==> src/rtl/clock_divider_pkg.sv <==
// clock_divider_pkg: shared mode type and div_val slicing for the multi-channel divider
package clock_divider_pkg;
   localparam int MAX_W = 32;
   localparam int MAX_FLAT = 16 * MAX_W;
   typedef enum logic {MODE_TOGGLE = 1'b0, MODE_PULSE = 1'b1} mode_e;
   // Returns the w-bit field of channel ch from a flattened div_val bus.
   function automatic logic [MAX_W-1:0] div_slice(input logic [MAX_FLAT-1:0] flat, input int ch, input int w);
      return MAX_W'(flat >> (ch * w)) & ((MAX_W'(1) << w) - MAX_W'(1));
   endfunction
endpackage

==> src/rtl/clock_divider_ch.sv <==
// clock_divider_ch: one divider channel; new divide values take effect only at a wrap
module clock_divider_ch
   import clock_divider_pkg::*;
#(
   parameter int CNT_WIDTH = 17,
   parameter int DEFAULT_DIV = 100000
) (
   input  logic                 clk_in,
   input  logic                 reset,
   input  logic                 en,
   input  mode_e                mode,
   input  logic [CNT_WIDTH-1:0] div_val,
   input  logic                 load,
   input  logic                 sync_clr,
   output logic                 clk_out,
   output logic                 tick,
   output logic                 load_err
);
   localparam logic [CNT_WIDTH-1:0] ONE = 1;
   logic [CNT_WIDTH-1:0] counter, lim, pend, div_lim, lim_next, pend_lim;
   logic pend_valid, ld_ok, wrap, toggle;
   assign ld_ok = load && (div_val != '0);
   assign div_lim = div_val - ONE;
   assign wrap = counter == lim;
   assign toggle = mode == MODE_TOGGLE;
   assign pend_lim = pend_valid ? pend : lim;
   // sync_clr applies only the pending value; its cycle's load is dropped
   assign lim_next = sync_clr ? pend_lim : (!en || wrap) ? (ld_ok ? div_lim : pend_lim) : lim;
   always_ff @(posedge clk_in or negedge reset)
      if (!reset) begin
         counter <= '0;
         lim <= CNT_WIDTH'(DEFAULT_DIV - 1);
         pend <= '0;
         pend_valid <= 1'b0;
         clk_out <= 1'b0;
         tick <= 1'b0;
         load_err <= 1'b0;
      end else begin
         lim <= lim_next;
         load_err <= load && (div_val == '0);
         if (sync_clr || !en) begin
            counter <= '0;
            clk_out <= 1'b0;
            tick <= 1'b0;
            pend_valid <= 1'b0;
         end else if (wrap) begin
            counter <= '0;
            tick <= 1'b1;
            clk_out <= toggle && !clk_out;
            pend_valid <= 1'b0;
         end else begin
            counter <= counter + ONE;
            tick <= 1'b0;
            clk_out <= toggle && clk_out;
            if (ld_ok) begin
               pend <= div_lim;
               pend_valid <= 1'b1;
            end
         end
      end
endmodule

==> src/rtl/clock_divider_multi.sv <==
// clock_divider_multi: NUM_CH independent programmable dividers with a shared phase-align clear
module clock_divider_multi
   import clock_divider_pkg::*;
#(
   parameter int NUM_CH = 4,
   parameter int CNT_WIDTH = 17,
   parameter int DEFAULT_DIV = 100000
) (
   input  logic                        clk_in,
   input  logic                        reset,
   input  logic [NUM_CH-1:0]           en,
   input  logic [NUM_CH-1:0]           mode,
   input  logic [NUM_CH*CNT_WIDTH-1:0] div_val,
   input  logic [NUM_CH-1:0]           load,
   input  logic                        sync_clr,
   output logic [NUM_CH-1:0]           clk_out,
   output logic [NUM_CH-1:0]           tick,
   output logic [NUM_CH-1:0]           load_err
);
   for (genvar i = 0; i < NUM_CH; i++) begin : g_ch
      clock_divider_ch #(.CNT_WIDTH(CNT_WIDTH), .DEFAULT_DIV(DEFAULT_DIV)) u_ch (
         .clk_in(clk_in),
         .reset(reset),
         .en(en[i]),
         .mode(mode_e'(mode[i])),
         .div_val(CNT_WIDTH'(div_slice(MAX_FLAT'(div_val), i, CNT_WIDTH))),
         .load(load[i]),
         .sync_clr(sync_clr),
         .clk_out(clk_out[i]),
         .tick(tick[i]),
         .load_err(load_err[i])
      );
   end
endmodule

==> config.mk <==
export PLATFORM = sky130hd
export DESIGN_NAME = clock_divider_multi
export DESIGN_NICKNAME = d
export VERILOG_FILES = /design/src/rtl/clock_divider_pkg.sv /design/src/rtl/clock_divider_ch.sv /design/src/rtl/clock_divider_multi.sv
export SDC_FILE = /design/constraint.sdc
export NUM_CORES = 1
export LEC_CHECK = 0
export ABC_AREA = 1
export CAP_MARGIN = 10
export CORE_MARGIN = 4
export CORE_UTILIZATION = 55
export DETAILED_ROUTE_END_ITERATION = 7
export DONT_BUFFER_PORTS = 1
export PLACE_DENSITY = 0.69
export SKIP_LAST_GASP = 1
export SLEW_MARGIN = 25
export SYNTH_ARGS = -nofsm -noshare
export SYNTH_HDL_FRONTEND = slang
export SYNTH_SLANG_ARGS = --single-unit
==> constraint.sdc <==
create_clock -name clk_in -period 2.35 [get_ports clk_in]
set_clock_uncertainty 0.1 [all_clocks]
set_input_delay 0.3525 -clock clk_in [delete_from_list [all_inputs] [get_ports clk_in]]
set_output_delay 0.3525 -clock clk_in [all_outputs]
set_load 0.1 [all_outputs]
==> impl_metrics.tcl, run 1 <==
set metrics [dict create \
    gp_congestion 0.875 \
    core_area_mm2 0.0253 \
    layout-drive-gt1-share_pct 9.59 \
    htreeDepth 1 \
    fin_crit_ps 2170 \
    cts_hold_buf 32 \
    dp_cells 2347 \
    grt.overflow.total 0 \
    hp-class "in -> async" \
    synth.area.mux_share_pct 0 \
    die_area_mm2 0.0285 \
    synth_top_family_by_area "simple AND/OR/NAND/NOR gates" \
    fin_setup_tns_ps 0 \
    final_nets 2168 \
    diodes 0 \
    dieHeight_um 169 \
    violations "hold timing" \
    dr.pass1.iters 5 \
    antenna_found_initial 1 \
    synth_edf_count 0 \
    grt_pass1_vias 12400 \
    synth.top_cell.area_share_pct 31.7 \
    syn_avg_cell_area_um2 6.88 \
    clk_path_buf_depth 3 \
    synth_async_sr_flop_share_pct 100 \
    ys_ff_latch 220 \
    synth_cells 2066 \
    max_freq_mhz 460 \
    synth_area_leaders "dfrtp_1, nand2_1, dfstp_2" \
    min_period_over_period_pct 92.5 \
    synth-compound-area-share_pct 2.91 \
    wl_um 33800 \
    synth_xor_area_share_pct 4.75 \
    finalSetupViolCount 0 \
    cap_violations 0 \
    dr.first_iter.drc_count 897 \
    yosysTopAreaCell "dfrtp_1" \
    synth.distinct_cells 30 \
    yosysWarnings 0 \
    critPathLaunchType "input pin" \
    slew-limit-headroom_pct 59.2 \
    synthAdderAreaFrac_pct 0.704 \
    drc_errors 0 \
    die_w_um 169 \
    grt_setup_unrepaired "no" \
    cts_tree "done" \
    cp.required_ps 2670 \
    end_kind "flip-flop" \
    start_util_pct 56.1 \
    whs_ps -568 \
    cts_setup_buffers 0 \
    ant_nets 0 \
    cts.sinks 220 \
    grt_max_degree 221 \
    clock_insertion_delay_worst_skew_ps 530 \
    p_leak_nw 7.76 \
    path_max_fanout 18 \
    via_per_inst 5.26 \
    yosysSeqAreaShare_pct 39.1 \
    final_core_util_pct 61.6 \
    max-vdd-ir-drop_v 0.000539 \
    grt_usage_pct 23.8 \
    synth-simple-area-share_pct 42.4 \
    layoutNonFillerInstCount 2427 \
    tightest_slew_ps 609 \
    ctsResizeCount 0 \
    worst_ep_arrival_time_ps 2490 \
    path_clk_slew_ps 60 \
    dp_hpwl_um 23200 \
    powerDensity_mw_per_mm2 672 \
    synth_area_mm2 0.0142 \
    post_drt_wl_per_cell_um 13.9 \
    grt_pass1_wl_um 58500 \
    synth_nets 2157 \
    vias 12800 \
    core.rowCount 58 \
    critical_path_class "in -> reg" \
    status "finished, violations left" \
    ys.flop_type "dfrtp_1" \
    cts_made_buffers 26 \
    io_buffers 0 \
    hold_viol 221 \
    report.final.slew_viol_count 0 \
    num_io_pins 95 \
    areaGrowthSynthToFinish_pct 9.79 \
    cts_root_buf "clkbuf_16" \
]
==> state kept, by name (all words and copies together) (netlist names) <==
signal	cells
g_ch.u_ch.clk_out	4
g_ch.u_ch.counter	68
g_ch.u_ch.pend	68
g_ch.u_ch.tick	4
g_ch.u_ch.lim	68
g_ch.u_ch.load_err	4
g_ch.u_ch.pend_valid	4
==> cell type report <==
type / instances / area [µm²]
Multi-Input combinational cell: 1531 / 7210
Clock inverter: 10 / 154
Sequential cell: 220 / 5560
Tap cell: 330 / 413
Clock buffer: 38 / 777
Inverter: 230 / 866
Timing Repair Buffer: 68 / 628
Fill cell: 2372 / 9720
==> critical path, cell delays in order <==
cell           delay (ps)
dlygate4sd3_1         560
inv_1                 110
ha_1                  230
nand2_1               150
nor2_4                 80
nand3_2               100
nand3_2               340
inv_4                 310
nand2_1                90
nand3_1                90
nand2_1                60
==> stage by stage <==
stage | area [µm²] | worst slack (ps) | power (W)
after detailed placement | 14400 | 242 | 0.00617
after CTS | 15600 | 208 | 0.0106
after global placement | 14400 | 298 | 0.00612
after floorplan | 14200 | 642 | 0.00583
final | 15600 | 177 | 0.0105
after global routing | 15600 | 40.4 | 0.0111
==> per-layer routing <==
layer | global-route usage, % | routed length, µm
met1 | 33.0 | 15700
met2 | 40.1 | 16000
met3 | 3.29 | 1540
met4 | 5.19 | 548
met5 | 0 | 13
==> logic make-up (layout without fill, tap and decap cells) <==
kind of cell | Yosys count | count (layout)
XOR/XNOR | 77 | 77
flip-flops | 220 | 220
buffers and inverters | 315 | 346
AO/OA/AOI/OAI | 80 | 80
AND/OR/NAND/NOR | 1366 | 1366
adder cells (fa/ha/maj) | 8 | 8
==> synth_stat cells, types with 8 or more instances <==
master	count
nand2_1	724
nor2_1	252
inv_1	207
nand3_1	193
dfrtp_1	180
nand4_1	87
a21oi_1	41
dfstp_2	40
xor2_1	40
xnor2_1	37
nor3_1	33
o21ai_0	33
buf_2	23
inv_2	22
buf_4	21
nor2_2	21
buf_6	19
nand3b_1	18
clkbuf_1	17
nand3_4	11
nand2_2	9
ha_1	8
==> cell usage in the layout (no fill, tap or decap), types with 5 or more instances in the layout <==
cell type / instances
nand2_1: 724
nor2_1: 252
inv_1: 207
nand3_1: 193
dfrtp_1: 180
nand4_1: 87
a21oi_1: 41
xor2_1: 40
dfstp_2: 40
xnor2_1: 37
nor3_1: 33
o21ai_0: 33
buf_4: 33
dlygate4sd3_1: 32
clkbuf_16: 27
inv_2: 22
nor2_2: 21
nand3b_1: 18
nand3_4: 11
nand2_2: 9
ha_1: 8
nand3_2: 7
nor2_4: 6
clkbuf_8: 6
or2_2: 5
clkinv_2: 5
clkbuf_1: 5
==> report_power, final <==
part           leakage, nW  internal (W)  switching (W)
Sequential            2.77       0.00429       0.000308
Clock                0.462       0.00272        0.00160
Combinational         4.53      0.000628       0.000937
==> final timing paths <==
check / cells after the start / startpoint / slack [ps] / end
worst min register to register: 2 / g_ch[2].u_ch.pend[14] / 370 / g_ch[2].u_ch.pend[14]
max in group asynchronous: 0 / reset / 2210 / g_ch[3].u_ch.pend[8]
min in group clk_in: 2 / en[0] / 0 / g_ch[0].u_ch.tick
worst max-delay path: 11 / div_val[17] / 180 / g_ch[1].u_ch.lim[13]
worst max register to register: 11 / g_ch[2].u_ch.lim[16] / 300 / g_ch[2].u_ch.pend[13]
worst min-delay path: 0 / reset / -570 / g_ch[2].u_ch.pend_valid
No activity file was read; power rests on OpenSTA's default activity.
==> run 2: changes to the inputs <==
--- a/config.mk
+++ b/config.mk
@@ -6,12 +6,11 @@
 export NUM_CORES = 1
 export LEC_CHECK = 0
 export ABC_AREA = 1
-export CAP_MARGIN = 10
 export CORE_MARGIN = 4
-export CORE_UTILIZATION = 55
+export CORE_UTILIZATION = 65
 export DETAILED_ROUTE_END_ITERATION = 7
 export DONT_BUFFER_PORTS = 1
-export PLACE_DENSITY = 0.69
+export PLACE_DENSITY = 0.8
 export SKIP_LAST_GASP = 1
 export SLEW_MARGIN = 25
 export SYNTH_ARGS = -nofsm -noshare
==> run 2 against run 1 <==
  * Largest power group unchanged
  * Sequential power barely moved
  * Global-route usage rose by 4.7 points
  * Total power is 2.7% lower
  * The flow still finishes with violations (hold timing)
  * Final area is 0.99% lower
  * Critical path depth stayed put
  * Core utilization is 11 points higher
  * Worst hold slack better by 0.59 ps
  * Critical endpoint is now g_ch[1].u_ch.pend[3]
  * First-iteration DRC count rose by 8.7%
  * Combinational power is essentially flat
==> impl_metrics.tcl, run 2 (synthesized netlist as in run 1, its figures left out) <==
set metrics [dict create \
    drc_errors 0 \
    max_freq_mhz 471 \
    grt_pass1_wl_um 59500 \
    crit_chain "dlygate4sd3_1 -> inv_1 -> ha_1 -> nand2_1 -> nor2_4 -> nand3_2 -> nand2_1 -> inv_2 -> nand3_4 -> nand2_1 -> nand2_1" \
    critPathLaunchType "input pin" \
    htreeDepth 1 \
    num_io_pins 95 \
    cts_made_buffers 25 \
    core_area_mm2 0.0213 \
    vias 13100 \
    dr.pass1.iters 5 \
    layoutNonFillerInstCount 2374 \
    end_kind "flip-flop" \
    ant_nets 0 \
    cts_tree "done" \
    nFillCells 1750 \
    r2r_cells 10 \
    fin_crit_ps 2120 \
    violations "hold timing" \
    diodes 0 \
    clk_path_buf_depth 3 \
    cts_hold_buf 32 \
    dieHeight_um 156 \
    cpMostUsedCell "nand2_1" \
    path_max_fanout 18 \
    crit_slowest_cell "dlygate4sd3_1" \
    powerDensity_mw_per_mm2 661 \
    r2r_start "g_ch[3].u_ch.counter[13]" \
    start_util_pct 66.8 \
    grt_max_degree 221 \
    critPathTopFamily "buffers and inverters" \
    critical_path_class "in -> reg" \
    finalSetupViolCount 0 \
    grt_pass1_vias 12800 \
    dp_hpwl_um 23300 \
    cap_violations 0 \
    path_buf_inv 3 \
    final_cell_mix "nand2_1, nor2_1, inv_1" \
    grt_setup_unrepaired "no" \
    p_leak_nw 7.71 \
    ff2ff_setup_slack_ps 290 \
    status "finished, violations left" \
    path_clk_slew_ps 60 \
    cp.required_ps 2650 \
    max_stage_delay_ps 560 \
    fin_setup_tns_ps 0 \
    die_w_um 156 \
    ctsResizeCount 0 \
    worst_ep_arrival_time_ps 2420 \
    finalPower_w 0.0102 \
    min_period_over_period_pct 90.3 \
    final_nets 2172 \
    layout-drive-gt1-share_pct 9.48 \
    hold_viol 220 \
    grt_usage_pct 28.5 \
    layout_commonest_cell "nand2_1" \
    cts_setup_buffers 0 \
    cts.sinks 220 \
    cts_root_buf "clkbuf_16" \
    final_core_util_pct 72.6 \
    reg2reg_to "g_ch[3].u_ch.pend[5]" \
    dr.first_iter.drc_count 975 \
    antenna_found_initial 0 \
    slew-limit-headroom_pct 58.1 \
    wl_um 34000 \
    via_per_inst 5.51 \
    clock_insertion_delay_worst_skew_ps 520 \
    report.final.slew_viol_count 0 \
    tightest_slew_ps 626 \
    die_area_mm2 0.0243 \
    hp-class "in -> async" \
    post_drt_wl_per_cell_um 14.3 \
    io_buffers 0 \
    grt.overflow.total 0 \
    dp_cells 2297 \
    whs_ps -567 \
    top_regs "g_ch.u_ch.counter (68), g_ch.u_ch.lim (68), g_ch.u_ch.pend (68)" \
    max-vdd-ir-drop_v 0.000526 \
    gp_congestion 0.914 \
    areaGrowthSynthToFinish_pct 8.71 \
    core.rowCount 53 \
]
run 2: metrics by stage:
stage / hold WS [ps] / setup slack [ps] / instance area [µm²]
finish: -567 / 228 / 15400
global route: -590 / 112 / 15400
detailed placement: -33.0 / 325 / 14300
CTS: -582 / 257 / 15400
floorplan: -43.1 / 642 / 14200
global placement: -33.3 / 372 / 14300
run 2: how the worst max path moves through the flow:
stage                               from                    end  slack [ps]  cells past startpoint
global placement             div_val[17]   g_ch[1].u_ch.pend[6]         370                     10
global route                 div_val[34]   g_ch[2].u_ch.lim[11]         110                     11
finish                       div_val[17]   g_ch[1].u_ch.pend[3]         230                     11
CTS                          div_val[51]  g_ch[3].u_ch.load_err         260                      8
detailed placement  g_ch[3].u_ch.lim[16]   g_ch[3].u_ch.pend[5]         320                     11
floorplan                    div_val[17]   g_ch[1].u_ch.lim[12]         640                     10
run 2: final cells by class:
cell class	count	area [µm²]	area share [%]
clock buffers	37	701	4.54
inverters	230	866	5.60
well taps	275	344	2.23
clock inverters	8	145	0.939
flip-flops and latches	220	5560	36.0
repair buffers	73	628	4.07
multi-input cells	1531	7210	46.7
run 2: power breakdown:
part	internal (W)	switching, W	leakage [nW]
registers	0.00429	0.000315	2.77
clock network	0.00249	0.00154	0.405
logic	0.000629	0.000940	4.53
run 2: routing by layer:
layer | track usage (%) | vias to the layer above | share of wire, %
li1 | - | 6514 | -
met5 | 0 | - | 0
met4 | 7.38 | 0 | 2.1
met2 | 48.2 | 349 | 48
met3 | 3.72 | 67 | 4.8
met1 | 39.0 | 6141 | 45
==> run 3: changes to the inputs <==
--- a/config.mk
+++ b/config.mk
@@ -10,7 +10,7 @@
 export CORE_UTILIZATION = 65
 export DETAILED_ROUTE_END_ITERATION = 7
 export DONT_BUFFER_PORTS = 1
-export PLACE_DENSITY = 0.8
+export PLACE_DENSITY = 0.84
 export SKIP_LAST_GASP = 1
 export SLEW_MARGIN = 25
 export SYNTH_ARGS = -nofsm -noshare
==> run 3 against run 2 <==
  * The flow still finishes with violations (hold timing)
  * Sequential power barely moved
  * Via count increased by 0.97%
  * First-iteration DRC count is 0.10% higher
  * Total power fell by 0.93%
  * Register-to-register slack got worse by 80 ps
  * Core utilization is 0.38 points lower
  * Clock power fell by 2%
  * Highest routed layer unchanged
==> impl_metrics.tcl, run 3 (synthesized netlist as in run 1, its figures left out) <==
set metrics [dict create \
    clk_path_buf_depth 3 \
    finalSetupViolCount 0 \
    core.rowCount 53 \
    gp_congestion 0.876 \
    finalInstanceArea_mm2 0.0154 \
    tightest_slew_ps 629 \
    layout-drive-gt1-share_pct 9.48 \
    grt_max_degree 221 \
    via_per_inst 5.58 \
    max_freq_mhz 468 \
    max_stage_delay_ps 590 \
    htreeDepth 1 \
    dp_worst_setup_slack_ps 285 \
    antenna_found_initial 0 \
    path_clk_slew_ps 60 \
    io_buffers 0 \
    drc_errors 0 \
    top_regs "g_ch.u_ch.counter (68), g_ch.u_ch.lim (68), g_ch.u_ch.pend (68)" \
    diodes 0 \
    hp-class "in -> async" \
    status "finished, violations left" \
    cts_tree "done" \
    report.final.slew_viol_count 0 \
    final_cell_mix "nand2_1, nor2_1, inv_1" \
    grt.overflow.total 0 \
    fin_setup_tns_ps 0 \
    min_period_over_period_pct 91.0 \
    hold_viol 220 \
    critical_path_class "in -> reg" \
    layout_setup_ws_ps 212 \
    grt_pass1_vias 12300 \
    powerDensity_mw_per_mm2 658 \
    fin_crit_ps 2140 \
    cts_setup_buffers 0 \
    path_max_fanout 18 \
    finalPower_w 0.0101 \
    cts_root_buf "clkbuf_16" \
    core_area_mm2 0.0213 \
    reg2reg_to "g_ch[3].u_ch.pend[5]" \
    r2r_cells 10 \
    cp.required_ps 2660 \
    grt_usage_pct 27.4 \
    clock_insertion_delay_worst_skew_ps 520 \
    nFillCells 1700 \
    grt_pass1_wl_um 57000 \
    crit_slowest_cell "dlygate4sd3_1" \
    ctsResizeCount 0 \
    cts_made_buffers 24 \
    cts_hold_buf 28 \
    crit_chain "dlygate4sd3_1 -> inv_1 -> ha_1 -> nand2_2 -> nor2_4 -> nand3_4 -> nand3_4 -> inv_2 -> nand2_1 -> nand3_1 -> nand2_1" \
    regArea_mm2 0.00556 \
    dieHeight_um 156 \
    layout_commonest_cell "nand2_1" \
    p_leak_nw 7.68 \
    r2r_start "g_ch[3].u_ch.lim[1]" \
    grt_setup_unrepaired "no" \
    dr.first_iter.drc_count 976 \
    start_util_pct 66.8 \
    whs_ps -571 \
    final_core_util_pct 72.2 \
    ant_nets 0 \
    ff2ff_setup_slack_ps 210 \
    dp_hpwl_um 23300 \
    vias 13200 \
    critPathLaunchType "input pin" \
    end_kind "flip-flop" \
    dr.pass1.iters 5 \
    num_io_pins 95 \
    wl_um 33700 \
    areaGrowthSynthToFinish_pct 8.13 \
    violations "hold timing" \
    final_nets 2162 \
    cts.sinks 220 \
    post_drt_wl_per_cell_um 14.2 \
    multi_input_area_mm2 0.00721 \
    dpl-instance-area_mm2 0.0143 \
    cap_violations 0 \
    die_area_mm2 0.0243 \
    worst_ep_arrival_time_ps 2450 \
    slew-limit-headroom_pct 57.9 \
    die_w_um 156 \
    max-vdd-ir-drop_v 0.000415 \
]
run 3: cell types whose count changed in the layout (fill, tap and decap cells not counted), sizes merged:
cell	delta
clkbuf	-1
clkinvlp	-1
bufinv	-2
clkinv	+3
dlygate4sd3	-4
buf	-5
run 3: area by class of cell:
class | instances | share of cell area [%]
multi-input cells | 1531 | 46.9
flip-flops and latches | 220 | 36.1
inverters | 230 | 5.63
clock buffers | 36 | 4.80
repair buffers | 64 | 3.66
well taps | 275 | 2.24
clock inverters | 8 | 0.602
run 3: worst max-delay path, delay by kind of cell:
family        cells  cell delay [ps]
fa+ha+maj         1              230
buf+inv           3             1000
simple gates      7              860
run 3: worst max path at each step:
stage | startpoint | to | depth (start not counted)
after floorplan | div_val[17] | g_ch[1].u_ch.lim[12] | 10
after global placement | div_val[17] | g_ch[1].u_ch.lim[11] | 10
after detailed placement | div_val[17] | g_ch[1].u_ch.lim[14] | 10
after CTS | div_val[17] | g_ch[1].u_ch.lim[14] | 11
after global routing | div_val[17] | g_ch[1].u_ch.lim[7] | 11
final | div_val[51] | g_ch[3].u_ch.lim[5] | 11
run 3: metrics by stage:
| step | std cells | hold slack (ps) |
|---|---|---|
| floorplan | 2066 | -43.1 |
| global placement | 2292 | -30.7 |
| detailed placement | 2292 | -31.9 |
| CTS | 2364 | -585 |
| global route | 2364 | -590 |
| finish | 2364 | -571 |
run 3: report_power, final:
group	total [W]	switching (W)	internal (W)
Sequential	0.00461	0.000318	0.00429
Clock	0.00393	0.00155	0.00238
Combinational	0.00157	0.000948	0.000622
run 3: metal layers:
layer | up-vias | global-route usage (%) | part of all wire (%)
li1 | 6506 | - | -
met1 | 6169 | 38.4 | 44
met2 | 466 | 45.5 | 48
met3 | 57 | 3.38 | 6.5
met4 | 0 | 6.92 | 1.9
met5 | - | 0 | 0
